[src/rtl/nn_tx_pkg.sv]
// nn_tx_pkg: shared types, constants and frame-byte helper for nn_result_uart_tx
//   SYNC_BYTE, FRAME_LEN_BASE/FRAME_LEN_CSUM, FRAME_LEN (active length),
//   seq_state_e (frame sequencer states), result_pair_t ({x, y} as 16-bit words),
//   frame_byte() maps a byte index to the wire byte of a result pair.
//   NN_TX_CHECKSUM_EN: when defined, frames carry a sixth XOR checksum byte.
package nn_tx_pkg;
  localparam logic [7:0] SYNC_BYTE = 8'hA5;
  localparam int FRAME_LEN_BASE = 5;
  localparam int FRAME_LEN_CSUM = 6;
`ifdef NN_TX_CHECKSUM_EN
  localparam bit CSUM_EN = 1'b1;
`else
  localparam bit CSUM_EN = 1'b0;
`endif
  localparam int FRAME_LEN = CSUM_EN ? FRAME_LEN_CSUM : FRAME_LEN_BASE;
  typedef enum logic [1:0] {S_IDLE, S_LOAD, S_SEND, S_NEXT} seq_state_e;
  typedef struct packed {
    logic [15:0] x;
    logic [15:0] y;
  } result_pair_t;
  function automatic logic [7:0] frame_byte(input result_pair_t p, input logic [2:0] idx);
    logic [7:0] b;
    b = idx == 3'd1 ? p.x[15:8] :
        idx == 3'd2 ? p.x[7:0]  :
        idx == 3'd3 ? p.y[15:8] :
        idx == 3'd4 ? p.y[7:0]  : SYNC_BYTE;
`ifdef NN_TX_CHECKSUM_EN
    // checksum covers the payload only, not the sync byte
    if (idx == 3'd5) b = p.x[15:8] ^ p.x[7:0] ^ p.y[15:8] ^ p.y[7:0];
`endif
    return b;
  endfunction
endpackage

[src/rtl/uart_byte_tx.sv]
// uart_byte_tx: 8N1 byte serializer, LSB first, one registered output bit
//   clk_i/rst_i  clock, synchronous active-high reset
//   start_i      load data_i; accepted when idle or in the last cycle of a stop bit
//   data_i       byte to send
//   done_o       high in the last cycle of the stop bit
//   busy_o       a byte is being shifted
//   tx_o         serial line, idle high
module uart_byte_tx #(
  parameter int CLKS_PER_BIT = 234
) (
  input  logic       clk_i,
  input  logic       rst_i,
  input  logic       start_i,
  input  logic [7:0] data_i,
  output logic       done_o,
  output logic       busy_o,
  output logic       tx_o
);
  localparam int CW = CLKS_PER_BIT > 1 ? $clog2(CLKS_PER_BIT) : 1;
  logic [CW-1:0] baud_q, baud_d;
  logic [3:0]    bit_q, bit_d;
  logic [9:0]    shift_q, shift_d;
  logic          busy_q, busy_d, tx_q, tx_d, bit_end, load;
  always_comb begin
    bit_end = baud_q == CW'(CLKS_PER_BIT - 1);
    done_o  = busy_q && bit_end && bit_q == 4'd9;
    // accepting start during done chains the next start bit with no idle time
    load    = start_i && (!busy_q || done_o);
    busy_d  = load || (busy_q && !done_o);
    baud_d  = (load || !busy_q || bit_end) ? '0 : baud_q + 1'b1;
    bit_d   = (load || done_o || !busy_q) ? '0 : bit_end ? bit_q + 1'b1 : bit_q;
    shift_d = load ? {1'b1, data_i, 1'b0} : (busy_q && bit_end) ? {1'b1, shift_q[9:1]} : shift_q;
    tx_d    = busy_q ? shift_q[0] : 1'b1;
    busy_o  = busy_q;
    tx_o    = tx_q;
  end
  always_ff @(posedge clk_i) begin
    if (rst_i) begin
      baud_q  <= '0;
      bit_q   <= '0;
      shift_q <= '1;
      busy_q  <= 1'b0;
      tx_q    <= 1'b1;
    end else begin
      baud_q  <= baud_d;
      bit_q   <= bit_d;
      shift_q <= shift_d;
      busy_q  <= busy_d;
      tx_q    <= tx_d;
    end
  end
endmodule

[src/rtl/nn_result_uart_tx.sv]
// nn_result_uart_tx: buffers {x, y} inference results and streams them as UART frames
//   clk_i/rst_i   clock, synchronous active-high reset
//   valid_i       one-cycle result strobe; x_i/y_i sampled with it (signed, WIDTH bits)
//   uart_tx_o     8N1 line: A5, x hi, x lo, y hi, y lo [, XOR checksum]
//   busy_o        frame in progress or results pending
//   drop_o        pulse the cycle after a result is lost to a full buffer
//   drop_cnt_o    saturating lost-result count
//   NN_TX_CHECKSUM_EN: when defined, a sixth checksum byte is appended.
module nn_result_uart_tx import nn_tx_pkg::*; #(
  parameter int WIDTH      = 16,
  parameter int CLK_HZ     = 27_000_000,
  parameter int BAUD       = 115200,
  parameter int FIFO_DEPTH = 4
) (
  input  logic             clk_i,
  input  logic             rst_i,
  input  logic             valid_i,
  input  logic [WIDTH-1:0] x_i,
  input  logic [WIDTH-1:0] y_i,
  output logic             uart_tx_o,
  output logic             busy_o,
  output logic             drop_o,
  output logic [7:0]       drop_cnt_o
);
  localparam int CLKS_PER_BIT = CLK_HZ / BAUD;
  localparam int AW = $clog2(FIFO_DEPTH);
  seq_state_e   state_q, state_d;
  result_pair_t mem_q [FIFO_DEPTH];
  result_pair_t pair_q, pair_d, in_pair;
  logic [AW:0]  wr_q, wr_d, rd_q, rd_d;
  logic [2:0]   idx_q, idx_d;
  logic [7:0]   cnt_q, cnt_d, tx_data;
  logic         drop_q, drop_d, empty, full, push, pop, tx_start, tx_done, tx_busy;
  uart_byte_tx #(.CLKS_PER_BIT(CLKS_PER_BIT)) u_byte_tx (
    .clk_i  (clk_i),
    .rst_i  (rst_i),
    .start_i(tx_start),
    .data_i (tx_data),
    .done_o (tx_done),
    .busy_o (tx_busy),
    .tx_o   (uart_tx_o)
  );
  always_ff @(posedge clk_i) begin
    if (rst_i) begin
      state_q <= S_IDLE;
      wr_q    <= '0;
      rd_q    <= '0;
      pair_q  <= '0;
      idx_q   <= '0;
      drop_q  <= 1'b0;
      cnt_q   <= '0;
    end else begin
      state_q <= state_d;
      wr_q    <= wr_d;
      rd_q    <= rd_d;
      pair_q  <= pair_d;
      idx_q   <= idx_d;
      drop_q  <= drop_d;
      cnt_q   <= cnt_d;
    end
  end
  always_ff @(posedge clk_i) begin
    if (push) mem_q[wr_q[AW-1:0]] <= in_pair;
  end
  // idx_q already points past the byte that just finished when NEXT is reached
  always_comb begin
    state_d = state_q == S_IDLE ? (empty ? S_IDLE : S_LOAD) :
              state_q == S_LOAD ? S_SEND :
              state_q == S_SEND ? (tx_done ? S_NEXT : S_SEND) :
              (idx_q < 3'(FRAME_LEN) ? S_SEND : S_IDLE);
  end
  always_comb begin
    in_pair    = {16'($signed(x_i)), 16'($signed(y_i))};
    empty      = wr_q == rd_q;
    full       = wr_q == {~rd_q[AW], rd_q[AW-1:0]};
    push       = valid_i && !full;
    pop        = state_q == S_IDLE && !empty;
    wr_d       = wr_q + (AW+1)'(push);
    rd_d       = rd_q + (AW+1)'(pop);
    pair_d     = pop ? mem_q[rd_q[AW-1:0]] : pair_q;
    // the next byte is handed over during the current stop bit's last cycle
    tx_start   = state_q == S_LOAD || (state_q == S_SEND && tx_done && idx_q != 3'(FRAME_LEN - 1));
    tx_data    = frame_byte(pair_q, state_q == S_LOAD ? 3'd0 : idx_q + 3'd1);
    idx_d      = state_q == S_LOAD ? '0 : (state_q == S_SEND && tx_done) ? idx_q + 3'd1 : idx_q;
    drop_d     = valid_i && full;
    cnt_d      = cnt_q + 8'(drop_d && cnt_q != 8'hFF);
    busy_o     = state_q != S_IDLE || !empty || tx_busy;
    drop_o     = drop_q;
    drop_cnt_o = cnt_q;
  end
endmodule
[config.mk]
export PLATFORM = sky130hd
export DESIGN_NAME = nn_result_uart_tx
export DESIGN_NICKNAME = d
export VERILOG_FILES = /design/src/rtl/nn_tx_pkg.sv /design/src/rtl/uart_byte_tx.sv /design/src/rtl/nn_result_uart_tx.sv
export SDC_FILE = /design/constraint.sdc
export NUM_CORES = 1
export LEC_CHECK = 0
export ABC_AREA = 1
export ABC_CLOCK_PERIOD_IN_PS = 11400
export CAP_MARGIN = 20
export CELL_PAD_IN_SITES_DETAIL_PLACEMENT = 1
export CELL_PAD_IN_SITES_GLOBAL_PLACEMENT = 2
export CORE_MARGIN = 5
export CORE_UTILIZATION = 35
export CTS_CLUSTER_DIAMETER = 80
export CTS_CLUSTER_SIZE = 10
export DETAILED_ROUTE_END_ITERATION = 8
export DONT_BUFFER_PORTS = 1
export GPL_TIMING_DRIVEN = 0
export PLACE_DENSITY = 0.76
export SLEW_MARGIN = 10
export SYNTH_ARGS = -nofsm -noshare
export SYNTH_HDL_FRONTEND = slang
export SYNTH_SLANG_ARGS = --single-unit
[constraint.sdc]
create_clock -name clk_i -period 11.4 [get_ports clk_i]
set_clock_uncertainty 0.05 [all_clocks]
set_input_delay 2.85 -clock clk_i [delete_from_list [all_inputs] [get_ports clk_i]]
set_output_delay 2.85 -clock clk_i [all_outputs]
set_load 0.03 [all_outputs]
==> reports/qor.csv, run 1 <==
stage,metric,value,unit
outcome,status,completed,
final_layout,nets,895,
grt,met1 global-route usage,0.201,
sta,RSZ-0062 raised after global routing,no,
logic_synthesis,asr flop ratio synth,0,
die,Chip Height,163,um
die,Initial Utilization,0.353,
logic_synthesis,register area share after synthesis,0.651,
route,via-per-instance ratio,4.86,
route,routed via count,5754,
logic_synthesis,Synth Area in Compound Gates,0.102,
die,I/O pins,46,
run,maxcap violations,0,
setup_path,CP endpoint kind,primary output,
clock_tree,Sink Count,203,
grt,met3 usage,0.0333,
clock_tree,CTS Buf Count,24,
clock_tree,clock transition at the registers of the reported paths,60,ps
clock_tree,Clock Latency Late Sink,520,ps
sta,FMAX,0.213,GHz
logic_synthesis,Syn Nets,857,
grt,initial antenna violation count,0,
setup_path,crit path kind,reg -> out,
logic_synthesis,most used flip-flop cell after synthesis,edfxtp_1,
grt,vias in the first global route,6054,
logic_synthesis,largest family of logic cells by synthesized area,simple AND/OR/NAND/NOR gates,
route,Initial DRC Count,265,
power_and_ir_drop,VDD IR-drop max,0.154,mV
logic_synthesis,synth unique cells,34,
route,WL final,20200,um
die,Die Wd,163,um
logic_synthesis,Netlist Area Pre-Place,8210,um2
sta,setup violators final,0,
final_layout,Layout area overhead,15.2,%
setup_path,worst r2r dst,mem_q[3][26],
clock_tree,CTS hold repair buffers,0,
clock_tree,CTS resizes,0,
sta,final slew viol count,0,
final_layout,fillcell total,2631,
setup_path,worst setup path end,busy_o,
power_and_ir_drop,Leak,3.40,nW
sta,minimum clock period,4700,ps
grt,GRT overflow,0,
logic_synthesis,Post-Synth XOR/XNOR Area,0.00854,
logic_synthesis,number of synthesized flops with an enable pin,128,
final_layout,fraction of final layout cells sized beyond drive strength 1,0.0775,
power_and_ir_drop,total power,2.12,mW
route,DRT antenna net count,0,
die,die area,26600,um2
logic_synthesis,Post-Synth Adder-Cell Area,0.0183,
setup_path,"Arr. time, crit path",1800,ps
grt,M2 GR Usage,0.265,
grt,first-pass GRT wire length,32300,um
power_and_ir_drop,pwr/cell area,224,nW/um2
setup_path,crit path max fanout,7,
sta,Slew @ Worst Pin,885,ps
logic_synthesis,"FF+latch count, synth",203,
logic_synthesis,simple-gate share of the synthesized area,0.172,
logic_synthesis,Synth warnings,0,
die,Core Footprint,23300,um2
logic_synthesis,mux contribution to synthesized area,0,
route,DRC errors left,0,
setup_path,R2R Setup Slk,8800,ps
setup_path,worst r2r path cells,9,
clock_tree,CTS root buf,clkbuf_16,
setup_path,Worst setup SP type,flop,
route,drt pass-1 iters,4,
grt,overall routing resource usage,0.154,
placement,RePlAce Congestion,0.785,
setup_path,Worst EP required,8500,ps
setup_path,R2R Path Start,rd_q[1],
logic_synthesis,Mapped Cells,810,
sta,Slew HR,0.407,
worst_hold_path,Hold Path Origin,u_byte_tx.baud_q[0],
logic_synthesis,syn avg cell area,10.1,um2
clock_tree,"Setup Fix Bufs, Post-CTS",0,
grt,largest net degree at the start of global routing,14,
placement,Detailed Place HPWL,14200,um
clock_tree,CTS tree,done,
clock_tree,Clock Tree Buf Depth,3,
setup_path,CP startpoint,rd_q[1],
final_layout,antenna cells,0,
sta,final hold vios,0,
worst_hold_path,HP Class,reg -> reg,
grt,global routing's busiest layer,met2,
route,post-DR wirelength/cell,17.0,um
placement,Buffers on Ports,0,
sta,crit share post-route,0.412,
die,Rows,56,
sta,post-route setup TNS,0,ps
clock_tree,H-tree levels,1,
## how the worst min path moves through the flow
stage	to	slack [ps]	cells after the start
floorplan	u_byte_tx.tx_o	360	2
finish	u_byte_tx.baud_q[0]	410	1
global placement	u_byte_tx.baud_q[0]	400	1
CTS	u_byte_tx.baud_q[0]	420	1
global route	u_byte_tx.baud_q[0]	440	1
detailed placement	u_byte_tx.baud_q[0]	410	1
## worst max-delay path, stage by stage, from the launching register on
cell and delay (ps):
dfxtp_1 330, buf_2 220, xnor2_1 140, nand2_1 80, nor2_1 190, nand3_1 330
## cell type report
class / instances / area [um2] / area share
Sequential cell: 203 / 5350 / 0.566
Multi-Input combinational cell: 508 / 2490 / 0.264
Clock buffer: 40 / 682 / 0.0722
Tap cell: 319 / 399 / 0.0422
Inverter: 63 / 236 / 0.0250
Buffer: 36 / 150 / 0.0159
Timing Repair Buffer: 12 / 109 / 0.0115
Clock inverter: 2 / 35.0 / 0.00371
## layout by cell type, fill, tap and decap left out, types with 2 or more instances in the layout
cell       count
dfxtp_1       75
nand4_1        8
inv_1         46
xor2_1         2
a21oi_1       11
o21ai_0       60
nor2_1       176
nand3_1       54
nor3b_1        5
inv_2         10
buf_4          7
o21ai_1       43
clkinv_1       7
a31oi_1       34
a211oi_1       2
ha_1          12
buf_6          6
buf_2          6
clkbuf_1      40
clkbuf_16     25
nor3_1         3
nand2_2        2
xnor2_1        6
edfxtp_1     128
o21a_1         2
nor3_2         4
nand2_1       75
buf_1          4
## flip-flops by register name, summed over array words and instances, names as in the netlist
name               flops
u_byte_tx.shift_q      9
idx_q                  3
u_byte_tx.baud_q       8
u_byte_tx.bit_q        4
rd_q                   3
wr_q                   3
u_byte_tx.tx_o         1
u_byte_tx.busy_o       1
drop_o                 1
drop_cnt_o             8
state_q                2
mem_q                128
pair_q                32
## cells in the mapped netlist (4+ instances only)
master / instances / area share
nor2_1: 176 / 0.081
edfxtp_1: 128 / 0.47
dfxtp_1: 75 / 0.18
nand2_1: 75 / 0.034
o21ai_0: 60 / 0.037
nand3_1: 54 / 0.033
inv_1: 46 / 0.021
o21ai_1: 43 / 0.026
a31oi_1: 34 / 0.026
clkbuf_1: 25 / 0.011
ha_1: 12 / 0.018
a21oi_1: 11 / 0.0067
inv_2: 10 / 0.0046
nand4_1: 8 / 0.0061
clkinv_1: 7 / 0.0032
nor3_1: 7 / 0.0043
buf_2: 6 / 0.0037
xnor2_1: 6 / 0.0064
nor3b_1: 5 / 0.0046
buf_1: 4 / 0.0018
## stage by stage
step	area [um2]	util	setup WS, ps	cells	hold WS, ps
after CTS	9450	0.406	6640	1183	419
after detailed placement	8730	0.375	6700	1141	405
final	9450	0.406	6700	1183	412
after floorplan	8210	-	5730	810	361
after global placement	8600	0.370	3870	1129	400
after global routing	9450	0.406	6570	1183	444
## power by group
| part | switching [mW] | internal [mW] |
|---|---|---|
| clock network | 0.286 | 0.408 |
| registers | 0.0616 | 0.887 |
| logic | 0.333 | 0.144 |
## per-layer routing
layer / part of all wire / up-vias / wire (um)
met1: 0.46 / 2780 / 9270
met2: 0.48 / 79 / 9660
met5: 0 / - / 0
met4: 0.017 / 0 / 350
met3: 0.044 / 25 / 877
li1: - / 2870 / -
## cells by family after synthesis
group,Yosys count
compound gates,154
xor+xnor,8
simple gates,334
flops,203
fa+ha+maj,12
buf+inv,99
Power figures use the tool's default switching activity.
==> inputs of run 2 (changes only) <==
Settings changed: ABC_CLOCK_PERIOD_IN_PS 11400 to 4740.
Clock period 11.4 ns to 4.74 ns, I/O delays scaled along.
==> results of run 2 <==
The final DEF is identical to that of run 1. Status: completed.
Among the figures that moved: setup slack after placement 6700 ps -> 1710 ps; setup slack after layout 6700 ps -> 1710 ps; register-to-register setup slack 8800 ps -> 2140 ps; total power 2.12 mW -> 5.10 mW; worst IR drop on VDD 0.154 mV -> 0.371 mV
